==> src/rtl/pll_pkg.sv <==
// Shared PLL-model definitions: FSM state encoding and period word width.
package pll_pkg;

  localparam int PERIOD_W = 32;

  typedef enum logic [1:0] {
    IDLE      = 2'd0,
    TRACK     = 2'd1,
    LOCKED_ST = 2'd2
  } lock_state_t;

  // Widened so the subtraction can neither wrap nor overflow.
  function automatic logic [PERIOD_W:0] abs_diff(
    input logic [PERIOD_W-1:0] a,
    input logic [PERIOD_W-1:0] b
  );
    logic [PERIOD_W:0] wa;
    logic [PERIOD_W:0] wb;
    wa = {1'b0, a};
    wb = {1'b0, b};
    return (wa >= wb) ? (wa - wb) : (wb - wa);
  endfunction

endpackage

==> src/rtl/sample_tick_gen.sv <==
// Free-running sample timer; tick marks the last cycle of each interval.
module sample_tick_gen
  import pll_pkg::*;
#(
  parameter int SAMPLE_CYCLES = 16
) (
  input  logic clk,
  input  logic RST,
  input  logic PWRDWN,
  output logic o_tick
);

  localparam int TW = $clog2(SAMPLE_CYCLES);
  localparam logic [TW-1:0] LAST = TW'(SAMPLE_CYCLES - 1);

  logic [TW-1:0] r_timer;

  always_ff @(posedge clk) begin
    if (!RST || PWRDWN) begin
      r_timer <= '0;
    end else if (r_timer == LAST) begin
      r_timer <= '0;
    end else begin
      r_timer <= r_timer + 1'b1;
    end
  end

  assign o_tick = (r_timer == LAST);

endmodule

==> src/rtl/period_lock_detect.sv <==
// Lock detector: qualifies the measured period once it has been stable
// for LOCK_COUNT consecutive samples within TOLERANCE_1000.
module period_lock_detect
  import pll_pkg::*;
#(
  parameter int SAMPLE_CYCLES  = 16,
  parameter int LOCK_COUNT     = 4,
  parameter int TOLERANCE_1000 = 100,
  localparam int MCW = $clog2(LOCK_COUNT + 1)
) (
  input  logic                clk,
  input  logic                RST,
  input  logic                PWRDWN,
  input  logic [PERIOD_W-1:0] period_length_1000,
  output logic                LOCKED,
  output logic [PERIOD_W-1:0] period_locked_1000,
  output logic [MCW-1:0]      match_count,
  output logic                unlock_event
);

  localparam logic [MCW-1:0]    LC  = MCW'(LOCK_COUNT);
  localparam logic [PERIOD_W:0] TOL = (PERIOD_W + 1)'(TOLERANCE_1000);

  lock_state_t         r_state;
  logic [PERIOD_W-1:0] r_anchor;
  logic [PERIOD_W-1:0] r_plock;
  logic [MCW-1:0]      r_mc;
  logic                r_locked;
  logic                r_unlock;

  logic                w_tick;
  logic                w_nz;
  logic                w_match;
  logic [PERIOD_W:0]   w_diff;
  logic [MCW-1:0]      w_mc_inc;

  sample_tick_gen #(
    .SAMPLE_CYCLES(SAMPLE_CYCLES)
  ) u_tick (
    .clk   (clk),
    .RST   (RST),
    .PWRDWN(PWRDWN),
    .o_tick(w_tick)
  );

  assign w_nz     = (period_length_1000 != '0);
  assign w_diff   = abs_diff(period_length_1000, r_anchor);
  assign w_match  = (w_diff <= TOL);
  assign w_mc_inc = r_mc + 1'b1;

  always_ff @(posedge clk) begin
    if (!RST || PWRDWN) begin
      r_state  <= IDLE;
      r_anchor <= '0;
      r_plock  <= '0;
      r_mc     <= '0;
      r_locked <= 1'b0;
      r_unlock <= 1'b0;
    end else begin
      r_unlock <= 1'b0;
      if (w_tick) begin
        unique case (r_state)
          IDLE: begin
            if (w_nz) begin
              r_anchor <= period_length_1000;
              r_mc     <= '0;
              r_state  <= TRACK;
            end
          end
          TRACK: begin
            if (!w_nz) begin
              r_mc    <= '0;
              r_state <= IDLE;
            end else if (w_match) begin
              r_mc <= w_mc_inc;
              if (w_mc_inc == LC) begin
                r_locked <= 1'b1;
                r_plock  <= period_length_1000;
                r_state  <= LOCKED_ST;
              end
            end else begin
              // Anchor only moves on a mismatch so slow drift cannot lock.
              r_anchor <= period_length_1000;
              r_mc     <= '0;
            end
          end
          LOCKED_ST: begin
            if (w_nz && w_match) begin
              r_plock <= period_length_1000;
            end else begin
              r_locked <= 1'b0;
              r_plock  <= '0;
              r_unlock <= 1'b1;
              r_mc     <= '0;
              if (w_nz) begin
                r_anchor <= period_length_1000;
                r_state  <= TRACK;
              end else begin
                r_state  <= IDLE;
              end
            end
          end
          default: begin
            r_mc    <= '0;
            r_state <= IDLE;
          end
        endcase
      end
    end
  end

  assign LOCKED             = r_locked;
  assign period_locked_1000 = r_plock;
  assign match_count        = r_mc;
  assign unlock_event       = r_unlock;

endmodule

==> config.mk <==
export PLATFORM = sky130hd
export DESIGN_NAME = period_lock_detect
export DESIGN_NICKNAME = d
export VERILOG_FILES = /design/src/rtl/pll_pkg.sv /design/src/rtl/sample_tick_gen.sv /design/src/rtl/period_lock_detect.sv
export SDC_FILE = /design/constraint.sdc
export NUM_CORES = 1
export LEC_CHECK = 0
export CAP_MARGIN = 15
export CORE_ASPECT_RATIO = 0.5
export CORE_MARGIN = 2
export CORE_UTILIZATION = 54
export DETAILED_ROUTE_END_ITERATION = 6
export PLACE_DENSITY = 0.76
export SETUP_SLACK_MARGIN = 0.5
export SKIP_CTS_REPAIR_TIMING = 1
export SYNTH_ARGS = -nofsm -noshare
export SYNTH_HDL_FRONTEND = slang
export SYNTH_HIERARCHICAL = 1
export SYNTH_SLANG_ARGS = --single-unit
==> constraint.sdc <==
create_clock -name clk -period 3.9 [get_ports clk]
set_input_delay 0.78 -clock clk [delete_from_list [all_inputs] [get_ports clk]]
set_output_delay 0.78 -clock clk [all_outputs]
set_load 0.01 [all_outputs]
==> flow_metrics.py, run 1 <==
metrics = {
    "run_status": {
        "status": "aborted with a tool error",
        "haltStage": "global routing (5_1_grt)",
        "error_line": "[ERROR DPL-0038] Utilization greater than 100%, impossible to legalize",
    },
    "yosys": {
        "synth_nets": 1166,
        "syn-cell-area_um2": 7700,
        "synth_top_area_share": 0.195,
        "ys_top_cells_by_area": "dfxtp_1 19%, ha_1 11%, a21oi_1 7.6%, o21ai_0 5.5%, nand3_1 4.6%",
        "muxShareOfSynthArea": 0.00520,
        "synth_async_sr_flop_share": 0,
        "syn_inst": 1064,
        "synth_top_family_by_area": "compound AO/OA/AOI/OAI gates",
        "synth_top_area_cell": "dfxtp_1",
        "synthXorXnorAreaFrac": 0.0341,
        "ys_seq_elements": 75,
        "ys.flop_type": "dfxtp_1",
        "seq_area_frac_synth": 0.195,
        "synth_commonest_cells": "117 x a21oi_1, 85 x o21ai_0, 82 x inv_1, 75 x dfxtp_1, 71 x nand3_1",
        "synth.most_common_cell": "a21oi_1",
        "synth-simple-area-share": 0.246,
        "synth_edf_count": 0,
        "ys_types": 85,
        "synthAdderAreaFrac": 0.112,
        "synth-compound-area-share": 0.319,
        "avgSynthCellArea_um2": 7.24,
        "yosys_warnings": 6,
    },
    "sta": {
        "worstEpCategory": "register data pin",
        "grt-worst-endpoint": "period_locked_1000[30]$_SDFFE_PP0P_/D",
    },
    "floorplan": {
        "pin_count": 72,
        "dieHeight_um": 88.4,
        "start_util": 0.561,
        "rows": 30,
        "fp.dieW_um": 173,
    },
    "global_routing": {
        "grt_max_degree": 64,
    },
    "placement": {
        "io_buffers": 71,
        "dp.cells": 1552,
        "place.gp.congestion": 1.04,
        "placed_cell_area_um2": 11100,
        "dpl.hpwl_um": 28200,
    },
    "clock_network": {
        "clock-sinks": 75,
        "cts_buffer_depth": 2,
        "cts-root-buf": "clkbuf_16",
        "cts_buffers": 9,
        "h-tree-depth": 3,
    },
}
-- cells by family after synthesis --
| group | Yosys count |
|---|---|
| AO/OA/AOI/OAI | 385 |
| AND/OR/NAND/NOR | 344 |
| buffers and inverters | 157 |
| flip-flops | 75 |
| adder cells (fa/ha/maj) | 69 |
| XOR/XNOR | 30 |
| multiplexers | 4 |
-- metrics by stage --
step | setup TNS (ps) | worst slack, ps
floorplan | -2670 | -138
global placement | -88930 | -1330
detailed placement | -96510 | -1450
CTS | -84100 | -1350
==> run 2, diff against run 1 <==
--- a/config.mk
+++ b/config.mk
@@ -6,12 +6,10 @@
 export NUM_CORES = 1
 export LEC_CHECK = 0
 export CAP_MARGIN = 15
-export CORE_ASPECT_RATIO = 0.5
 export CORE_MARGIN = 2
-export CORE_UTILIZATION = 54
+export CORE_UTILIZATION = 40
 export DETAILED_ROUTE_END_ITERATION = 6
-export PLACE_DENSITY = 0.76
-export SETUP_SLACK_MARGIN = 0.5
+export PLACE_DENSITY_LB_ADDON = 0.15
 export SKIP_CTS_REPAIR_TIMING = 1
 export SYNTH_ARGS = -nofsm -noshare
 export SYNTH_HDL_FRONTEND = slang
==> constraint.sdc (replaced) <==
create_clock -name clk -period 5.1 [get_ports clk]
set_input_delay 1.02 -clock clk [delete_from_list [all_inputs] [get_ports clk]]
set_output_delay 1.02 -clock clk [all_outputs]
set_load 0.01 [all_outputs]
==> flow_metrics.py, run 2 <==
metrics = {
    "run_status": {
        "status": "completed",
    },
    "finish": {
        "final_area_um2": 11700,
        "mostFrequentLayoutCell": "buf_4",
        "fill_cells": 1704,
        "area_growth_pct": 52.3,
        "final_net_count": 1476,
        "drive_gt1_frac": 0.333,
        "seqCellArea_um2": 1500,
        "layout_common_cells": "291 x buf_4, 103 x a21oi_1, 75 x dfxtp_1",
        "postLayoutCoreUtil": 0.625,
        "multi_input_area_um2": 6220,
        "n_antenna_cell": 0,
    },
    "yosys": {
        "yosys_warnings": 6,
        "syn-cell-area_um2": 7700,
        "synth_async_sr_flop_share": 0,
        "ys.flop_type": "dfxtp_1",
        "synth_edf_count": 0,
        "ys_top_cells_by_area": "dfxtp_1 19%, ha_1 11%, a21oi_1 7.6%, o21ai_0 5.5%, nand3_1 4.6%",
        "ys_seq_elements": 75,
        "synth.most_common_cell": "a21oi_1",
        "synth_top_area_share": 0.195,
        "syn_inst": 1064,
        "synth_top_area_cell": "dfxtp_1",
        "avgSynthCellArea_um2": 7.24,
        "seq_area_frac_synth": 0.195,
        "ys_types": 85,
        "synth_nets": 1166,
        "synth_commonest_cells": "117 x a21oi_1, 85 x o21ai_0, 82 x inv_1, 75 x dfxtp_1, 71 x nand3_1",
    },
    "sta": {
        "slew_viol_final": 0,
        "skew_ps": 9.11,
        "layout_setup_ws_ps": 135,
        "fin_crit_sh": 0.974,
        "fmax_ghz": 0.201,
        "setup_viol": 0,
        "period_minus_slack_ps": 4970,
        "worstMarginPinSlew_ps": 1080,
        "hold_viol": 0,
        "slew_headroom": 0.275,
    },
    "drt": {
        "drc": 0,
        "antenna_left": 0,
        "firstDrtPassIters": 5,
        "viasPerCell": 5.94,
        "routedWlPerCell_um": 20.0,
        "wl_um": 32200,
        "first_iter_violations": 854,
        "vias": 9588,
    },
    "floorplan": {
        "fp.dieW_um": 143,
        "rows": 50,
        "dieHeight_um": 143,
        "pin_count": 72,
        "core_um2": 18800,
        "die-area_um2": 20400,
        "start_util": 0.410,
    },
    "worst_setup_path": {
        "end_kind": "flop",
        "max_stage_delay_ps": 480,
        "critPathKind": "primary input to flop",
        "crit_slowest_cell": "clkdlybuf4s50_1",
        "critPathMaxFanout": 8,
        "cp.required_ps": 5330,
        "critPathLaunchType": "primary input",
        "timing.rr.end": "period_locked_1000[31]$_SDFFE_PP0P_",
        "critPathLaunch": "period_length_1000[28]",
        "reg2reg_slack_ps": 860,
        "worstSetupEndpoint": "period_locked_1000[31]$_SDFFE_PP0P_",
        "worstPathArrival_ps": 5190,
        "rr_worst_depth": 18,
        "path_cells": "clkdlybuf4s50_1, inv_1, ha_1, a21oi_2, o21ai_0, a21oi_2, o2111a_2, buf_6, nand3_1, nor4_2, o22ai_2, nor4_4, buf_6, buf_4, nand4_4, or3_4, and3_1, a211o_1",
        "rr_startpoint": "r_anchor[7]$_SDFFE_PP0P_",
    },
    "global_routing": {
        "grt_max_degree": 64,
        "grt_pass1_vias": 8736,
        "grt_pass1_wl_um": 47800,
        "grtUsageTotal": 0.298,
        "gr-usage-met2": 0.453,
        "grt_use_met1": 0.430,
        "grt_overflow_total": 0,
        "antenna_found_initial": 0,
        "globalRouteMet3Util": 0.0476,
        "top_usage_layer": "met2",
    },
    "clock_network": {
        "clk_latency_ps": 340,
        "h-tree-depth": 3,
        "path_clk_slew_ps": 60,
        "clock-sinks": 75,
        "cts_tree": "built",
        "cts-root-buf": "clkbuf_16",
        "cts_buffers": 9,
        "cts_buffer_depth": 2,
    },
    "min_path": {
        "min_path_type": "flop to flop",
    },
    "placement": {
        "dpl.hpwl_um": 24500,
        "io_buffers": 71,
        "post-place-ws_ps": -580,
        "place.gp.congestion": 0.964,
        "placed_cell_area_um2": 10500,
    },
    "job": {
        "maxCapViolations": 0,
    },
    "pwr": {
        "p_total_mw": 1.81,
        "ir_drop_v": 0.000179,
        "p_leak_nw": 4.79,
        "p_per_area_nw_per_um2": 155,
    },
}
[run 2: cell counts after synthesis]
Identical to the previous run, type by type.
[run 2: metrics by stage]
stage,TNS [ps],hold slack (ps),cells
after floorplan,0,418,1064
after global placement,-40280,429,1577
after detailed placement,-36270,434,1577
after CTS,-12800,442,1593
after global routing,-151,454,1613
final,0,443,1613
[run 2: cell type report]
| cell class | instances | share of cell area |
|---|---|---|
| sequential | 75 | 0.128 |
| multi-input combinational | 834 | 0.531 |
| clock buffer | 12 | 0.0210 |
| inverter | 83 | 0.0266 |
| tap | 234 | 0.0250 |
| clock inverter | 4 | 0.00629 |
| timing repair buffer | 371 | 0.263 |
[run 2: worst min-delay path by stage]
stage / from / end / slack [ps] / cells after the start
after floorplan: u_tick/r_timer[0]$_SDFF_PP0_ / u_tick/r_timer[0]$_SDFF_PP0_ / 420 / 1
after global placement: u_tick/r_timer[0]$_SDFF_PP0_ / u_tick/r_timer[0]$_SDFF_PP0_ / 430 / 1
after detailed placement: u_tick/r_timer[0]$_SDFF_PP0_ / u_tick/r_timer[0]$_SDFF_PP0_ / 430 / 1
after CTS: u_tick/r_timer[0]$_SDFF_PP0_ / u_tick/r_timer[0]$_SDFF_PP0_ / 440 / 1
after global routing: u_tick/r_timer[0]$_SDFF_PP0_ / u_tick/r_timer[0]$_SDFF_PP0_ / 450 / 1
final: u_tick/r_timer[0]$_SDFF_PP0_ / u_tick/r_timer[0]$_SDFF_PP0_ / 440 / 1
[run 2: layer usage]
metal	share of wire	wire, µm
met1	0.47	15100
met2	0.43	14000
met3	0.066	2120
met4	0.032	1020
met5	0	0
[run 2: critical path: cells and delay by family]
family,cells,cell delay (ps)
buffers and inverters,5,990
AO/OA/AOI/OAI,6,1450
AND/OR/NAND/NOR,6,1360
adder cells (fa/ha/maj),1,360
[run 2: power by group]
group	total (mW)	internal (mW)	switching [mW]
logic	0.528	0.249	0.279
clock network	0.698	0.443	0.255
registers	0.587	0.586	0.000467
[run 2: cell families after synthesis]
family / count (synthesis) / synth area share
AOI/OAI and AO/OA: 385 / 0.319
xor gates and xnor gates: 30 / 0.0341
adders and majority gates: 69 / 0.112
buffers and inverters: 157 / 0.0889
DFF: 75 / 0.195
muxes: 4 / 0.00520
and+or+nand+nor: 344 / 0.246
(Power assumes the default switching activity.)
==> run 3, diff against run 2 <==
--- a/config.mk
+++ b/config.mk
@@ -6,7 +6,7 @@
 export NUM_CORES = 1
 export LEC_CHECK = 0
 export CAP_MARGIN = 15
-export CORE_MARGIN = 2
+export CORE_MARGIN = 3
 export CORE_UTILIZATION = 40
 export DETAILED_ROUTE_END_ITERATION = 6
 export PLACE_DENSITY_LB_ADDON = 0.15
==> flow_metrics.py, run 3 (synthesis gave the netlist of run 2 again) <==
metrics = {
    "run_status": {
        "status": "completed",
    },
    "drt": {
        "vias": 9635,
        "viasPerCell": 5.83,
        "wl_um": 32800,
        "routedWlPerCell_um": 19.8,
        "antenna_left": 0,
        "drc": 0,
        "firstDrtPassIters": 5,
        "first_iter_violations": 865,
    },
    "worst_setup_path": {
        "worstPathArrival_ps": 5290,
        "path_cells": "dlymetal6s2s_1, inv_2, ha_4, nor2b_1, o2111ai_2, a311oi_4, o2111a_1, o31a_1, or4_4, buf_4, nand3b_2, nand4_1, nor4_2, buf_4, buf_4, and4_1, maj3_2, clkbuf_16, o21ai_0, a21oi_1",
        "cpLargestDelayFamily": "simple AND/OR/NAND/NOR gates",
        "cp.buffers_inverters": 6,
        "timing.rr.end": "r_anchor[0]$_SDFFE_PP0P_",
        "rr_worst_depth": 18,
        "critPathMaxFanout": 11,
        "max_stage_delay_ps": 500,
        "critPathKind": "primary input to flop",
        "reg2reg_slack_ps": 600,
        "end_kind": "flop",
        "crit_slowest_cell": "or4_4",
        "cp.required_ps": 5360,
        "rr_startpoint": "r_anchor[1]$_SDFFE_PP0P_",
        "path_common_cell": "buf_4",
        "critPathLaunchType": "primary input",
    },
    "pwr": {
        "p_total_mw": 1.82,
        "p_leak_nw": 5.00,
        "ir_drop_v": 0.000159,
        "p_per_area_nw_per_um2": 152,
    },
    "finish": {
        "fill_cells": 1698,
        "final_area_um2": 12000,
        "mostFrequentLayoutCell": "buf_4",
        "final_net_count": 1490,
        "layout_common_cells": "302 x buf_4, 100 x a21oi_1, 76 x o21ai_0",
        "area_growth_pct": 56.2,
        "drive_gt1_frac": 0.347,
    },
    "job": {
        "maxCapViolations": 0,
    },
    "clock_network": {
        "clk_latency_ps": 340,
        "cts_buffer_depth": 2,
        "h-tree-depth": 3,
        "cts_buffers": 9,
        "cts_tree": "built",
        "path_clk_slew_ps": 60,
        "clock-sinks": 75,
        "cts-root-buf": "clkbuf_16",
    },
    "min_path": {
        "whs_endpoint": "u_tick/r_timer[0]$_SDFF_PP0_",
        "min_path_type": "flop to flop",
        "hold_depth": 1,
        "hp-start": "u_tick/r_timer[0]$_SDFF_PP0_",
    },
    "global_routing": {
        "antenna_found_initial": 0,
        "grt_pass1_vias": 8775,
        "grtUsageTotal": 0.291,
        "grt_overflow_total": 0,
        "grt_max_degree": 64,
        "grt_pass1_wl_um": 48400,
    },
    "sta": {
        "slew_headroom": 0.273,
        "fmax_ghz": 0.199,
        "hold_viol": 0,
        "setup_viol": 0,
        "setup_tns_ps": 0,
        "slew_viol_final": 0,
        "period_minus_slack_ps": 5040,
        "skew_ps": 8.70,
        "worstMarginPinSlew_ps": 1090,
        "fin_crit_sh": 0.988,
    },
    "floorplan": {
        "dieHeight_um": 145,
        "die-area_um2": 21000,
        "start_util": 0.409,
        "core_um2": 18800,
        "rows": 50,
        "fp.dieW_um": 145,
        "pin_count": 72,
    },
    "placement": {
        "place.gp.congestion": 0.977,
        "io_buffers": 71,
        "dpl.hpwl_um": 25100,
        "placed_cell_area_um2": 10600,
    },
}
-- run 3: cell count changes in the layout (fill, tap and decap cells not counted), moves of 7 or more --
cell	delta
o21ai_0	+10
ha_4	+7
ha_1	-12
clkdlybuf4s50_1	-12
o21ai_1	-11
buf_4	+11
dlymetal6s2s_1	+12
-- run 3: how the worst max path moves through the flow --
| stage | slack [ps] | cells past startpoint | start | end |
|---|---|---|---|---|
| after floorplan | 710 | 16 | period_length_1000[16] | period_locked_1000[27]$_SDFFE_PP0P_ |
| after global placement | -660 | 20 | period_length_1000[10] | r_anchor[4]$_SDFFE_PP0P_ |
| after detailed placement | -610 | 19 | period_length_1000[7] | r_anchor[2]$_SDFFE_PP0P_ |
| after CTS | -290 | 20 | period_length_1000[7] | r_anchor[27]$_SDFFE_PP0P_ |
| after global routing | -100 | 20 | period_length_1000[30] | r_anchor[0]$_SDFFE_PP0P_ |
| final | 60 | 20 | period_length_1000[1] | r_anchor[0]$_SDFFE_PP0P_ |
-- run 3: final cells by class --
type / count / area [µm²] / share of cell area
Tap cell: 260 / 325 / 0.0270
Multi-Input combinational cell: 832 / 6280 / 0.522
Antenna cell: 1 / 2.50 / 0.000208
Clock inverter: 4 / 72.6 / 0.00603
Sequential cell: 75 / 1500 / 0.125
Inverter: 83 / 312 / 0.0259
Timing Repair Buffer: 387 / 3280 / 0.273
Clock buffer: 12 / 256 / 0.0213
-- run 3: layer usage --
layer,routed length [µm],GRT usage,vias up,share of wire
li1,-,-,4604,-
met4,836,0.0717,0,0.025
met3,2170,0.0329,57,0.066
met1,15000,0.431,4576,0.46
met5,0,0,-,0
met2,14900,0.451,398,0.45
-- run 3: power by group --
part / leakage, nW / internal (mW) / switching, mW
sequential: 0.604 / 0.587 / 0.000474
combinational: 4.24 / 0.250 / 0.281
clock: 0.159 / 0.455 / 0.251
-- run 3: stage by stage --
stage | util | hold WS, ps | worst slack, ps | cells
2_1_floorplan | - | 418 | 714 | 1064
3_3_place_gp | 0.562 | 434 | -660 | 1611
3_5_place_dp | 0.562 | 433 | -611 | 1611
4_1_cts | 0.580 | 442 | -294 | 1627
5_1_grt | 0.639 | 456 | -97.1 | 1653
6_report | 0.639 | 441 | 63.7 | 1654
==> run 4, diff against run 3 <==
--- a/config.mk
+++ b/config.mk
@@ -7,8 +7,9 @@
 export LEC_CHECK = 0
 export CAP_MARGIN = 15
 export CORE_MARGIN = 3
-export CORE_UTILIZATION = 40
+export CORE_UTILIZATION = 30
 export DETAILED_ROUTE_END_ITERATION = 6
+export GPL_TIMING_DRIVEN = 0
 export PLACE_DENSITY_LB_ADDON = 0.15
 export SKIP_CTS_REPAIR_TIMING = 1
 export SYNTH_ARGS = -nofsm -noshare
==> constraint.sdc (replaced) <==
create_clock -name clk -period 5.28 [get_ports clk]
set_input_delay 1.056 -clock clk [delete_from_list [all_inputs] [get_ports clk]]
set_output_delay 1.056 -clock clk [all_outputs]
set_load 0.01 [all_outputs]
==> flow_metrics.py, run 4 (synthesis gave the netlist of run 2 again) <==
metrics = {
    "sta": {
        "slew_viol_final": 0,
        "skew_ps": 9.89,
        "setup_viol": 0,
        "whs_ps": 455,
        "period_minus_slack_ps": 5110,
        "fin_crit_sh": 0.969,
        "hold_viol": 0,
        "slew_headroom": 0.513,
        "fmax_ghz": 0.196,
        "worstMarginPinSlew_ps": 724,
    },
    "placement": {
        "dp.cells": 1465,
        "place.gp.congestion": 0.933,
        "dpl.hpwl_um": 24700,
        "io_buffers": 71,
    },
    "finish": {
        "area_growth_pct": 21.2,
        "mostFrequentLayoutCell": "a21oi_1",
        "drive_gt1_frac": 0.138,
        "fill_cells": 2718,
        "layout_common_cells": "110 x a21oi_1, 82 x inv_1, 78 x o21ai_0",
        "final_net_count": 1258,
        "stdcell_count": 1491,
        "n_antenna_cell": 0,
    },
    "worst_setup_path": {
        "rr_worst_depth": 17,
        "timing.rr.end": "r_anchor[26]$_SDFFE_PP0P_",
        "rr_startpoint": "r_anchor[7]$_SDFFE_PP0P_",
        "cp.required_ps": 5470,
        "end_kind": "flop",
        "worstPathArrival_ps": 5300,
        "reg2reg_slack_ps": 830,
        "critPathMaxFanout": 10,
        "critPathLaunchType": "primary input",
        "critPathKind": "primary input to flop",
    },
    "floorplan": {
        "rows": 58,
        "start_util": 0.306,
        "die-area_um2": 27600,
        "fp.dieW_um": 166,
        "dieHeight_um": 166,
        "core_um2": 25200,
        "pin_count": 72,
    },
    "clock_network": {
        "cts-root-buf": "clkbuf_16",
        "clk_latency_ps": 330,
        "cts_buffers": 9,
        "path_clk_slew_ps": 60,
        "h-tree-depth": 3,
        "clock-sinks": 75,
        "cts_tree": "built",
        "cts_buffer_depth": 2,
    },
    "global_routing": {
        "grt_overflow_total": 0,
        "gr-usage-met2": 0.357,
        "grt_pass1_wl_um": 47600,
        "antenna_found_initial": 1,
        "globalRouteMet3Util": 0.0179,
        "top_usage_layer": "met2",
        "grt_use_met1": 0.287,
        "grt_pass1_vias": 8447,
        "grt_max_degree": 14,
        "grtUsageTotal": 0.212,
    },
    "run_status": {
        "status": "completed",
    },
    "pwr": {
        "p_leak_nw": 3.54,
        "p_per_area_nw_per_um2": 162,
        "ir_drop_v": 0.000149,
    },
    "drt": {
        "antenna_left": 0,
        "drc": 0,
        "wl_um": 30700,
        "viasPerCell": 5.73,
        "first_iter_violations": 595,
        "vias": 8543,
        "routedWlPerCell_um": 20.6,
        "firstDrtPassIters": 7,
    },
    "min_path": {
        "hp-start": "u_tick/r_timer[0]$_SDFF_PP0_",
        "whs_endpoint": "u_tick/r_timer[0]$_SDFF_PP0_",
        "hold_depth": 1,
        "min_path_type": "flop to flop",
    },
    "job": {
        "maxCapViolations": 0,
    },
}
run 4: changes by cell type in the layout (fill, tap and decap cells not counted), sizes merged:
| cell | delta |
|---|---|
| diode | -1 |
| bufinv | -2 |
| clkinv | -1 |
| clkbuf | +45 |
| dlymetal6s2s | -13 |
| clkdlybuf4s50 | -4 |
| clkinvlp | +4 |
| buf | -261 |
run 4: worst max-delay path, cell delays in order:
cell and delay [ps]:
dlymetal6s2s_1 360, inv_1 90, ha_1 300, buf_2 190, a21oi_1 240, o21ai_0 160
a21oi_1 260, o2111ai_2 290, or4_4 590, nand3b_2 100, nand4_1 180, nor4_4 340
buf_4 200, nand4_1 140, maj3_2 380, buf_2 220, nand3_1 110, a21oi_1 80
run 4: final cells by class:
| class | count | area [µm²] | share of cell area |
|---|---|---|---|
| Buffer | 74 | 385 | 0.0413 |
| Clock buffer | 11 | 253 | 0.0271 |
| Clock inverter | 5 | 37.5 | 0.00402 |
| Inverter | 83 | 312 | 0.0334 |
| Multi-Input combinational cell | 832 | 5690 | 0.610 |
| Sequential cell | 75 | 1500 | 0.161 |
| Tap cell | 330 | 413 | 0.0442 |
| Timing Repair Buffer | 81 | 738 | 0.0791 |
run 4: worst max path at each step:
| stage | cells after the start | from | endpoint | slack [ps] |
|---|---|---|---|---|
| 4_1_cts | 16 | period_length_1000[4] | period_locked_1000[28]$_SDFFE_PP0P_ | -730 |
| 2_1_floorplan | 16 | period_length_1000[16] | period_locked_1000[27]$_SDFFE_PP0P_ | 860 |
| 6_report | 18 | period_length_1000[28] | r_anchor[26]$_SDFFE_PP0P_ | 170 |
| 5_1_grt | 19 | period_length_1000[7] | r_anchor[25]$_SDFFE_PP0P_ | -50 |
| 3_3_place_gp | 14 | period_length_1000[2] | period_locked_1000[30]$_SDFFE_PP0P_ | -1080 |
| 3_5_place_dp | 16 | period_length_1000[4] | period_locked_1000[28]$_SDFFE_PP0P_ | -1050 |
run 4: metal layers:
layer	routed length, µm	vias up
li1	-	4154
met4	949	0
met5	0	-
met3	1510	49
met2	14400	262
met1	13900	4078
run 4: per-stage QoR:
stage | total power [mW] | cell area, µm² | TNS (ps) | setup slack, ps | util
after detailed placement | 0.906 | 8820 | -64390 | -1050 | 0.350
after floorplan | 0.780 | 7700 | 0 | 858 | -
after global placement | 0.909 | 8820 | -66880 | -1080 | 0.350
final | 1.51 | 9330 | 0 | 166 | 0.371
after CTS | 1.50 | 9110 | -40790 | -730 | 0.362
after global routing | 1.57 | 9330 | -642 | -52.1 | 0.371
run 4: power by group:
part           switching (mW)  internal (mW)
registers            0.000517          0.566
clock network           0.253          0.344
logic                   0.228          0.116
total                   0.481           1.03
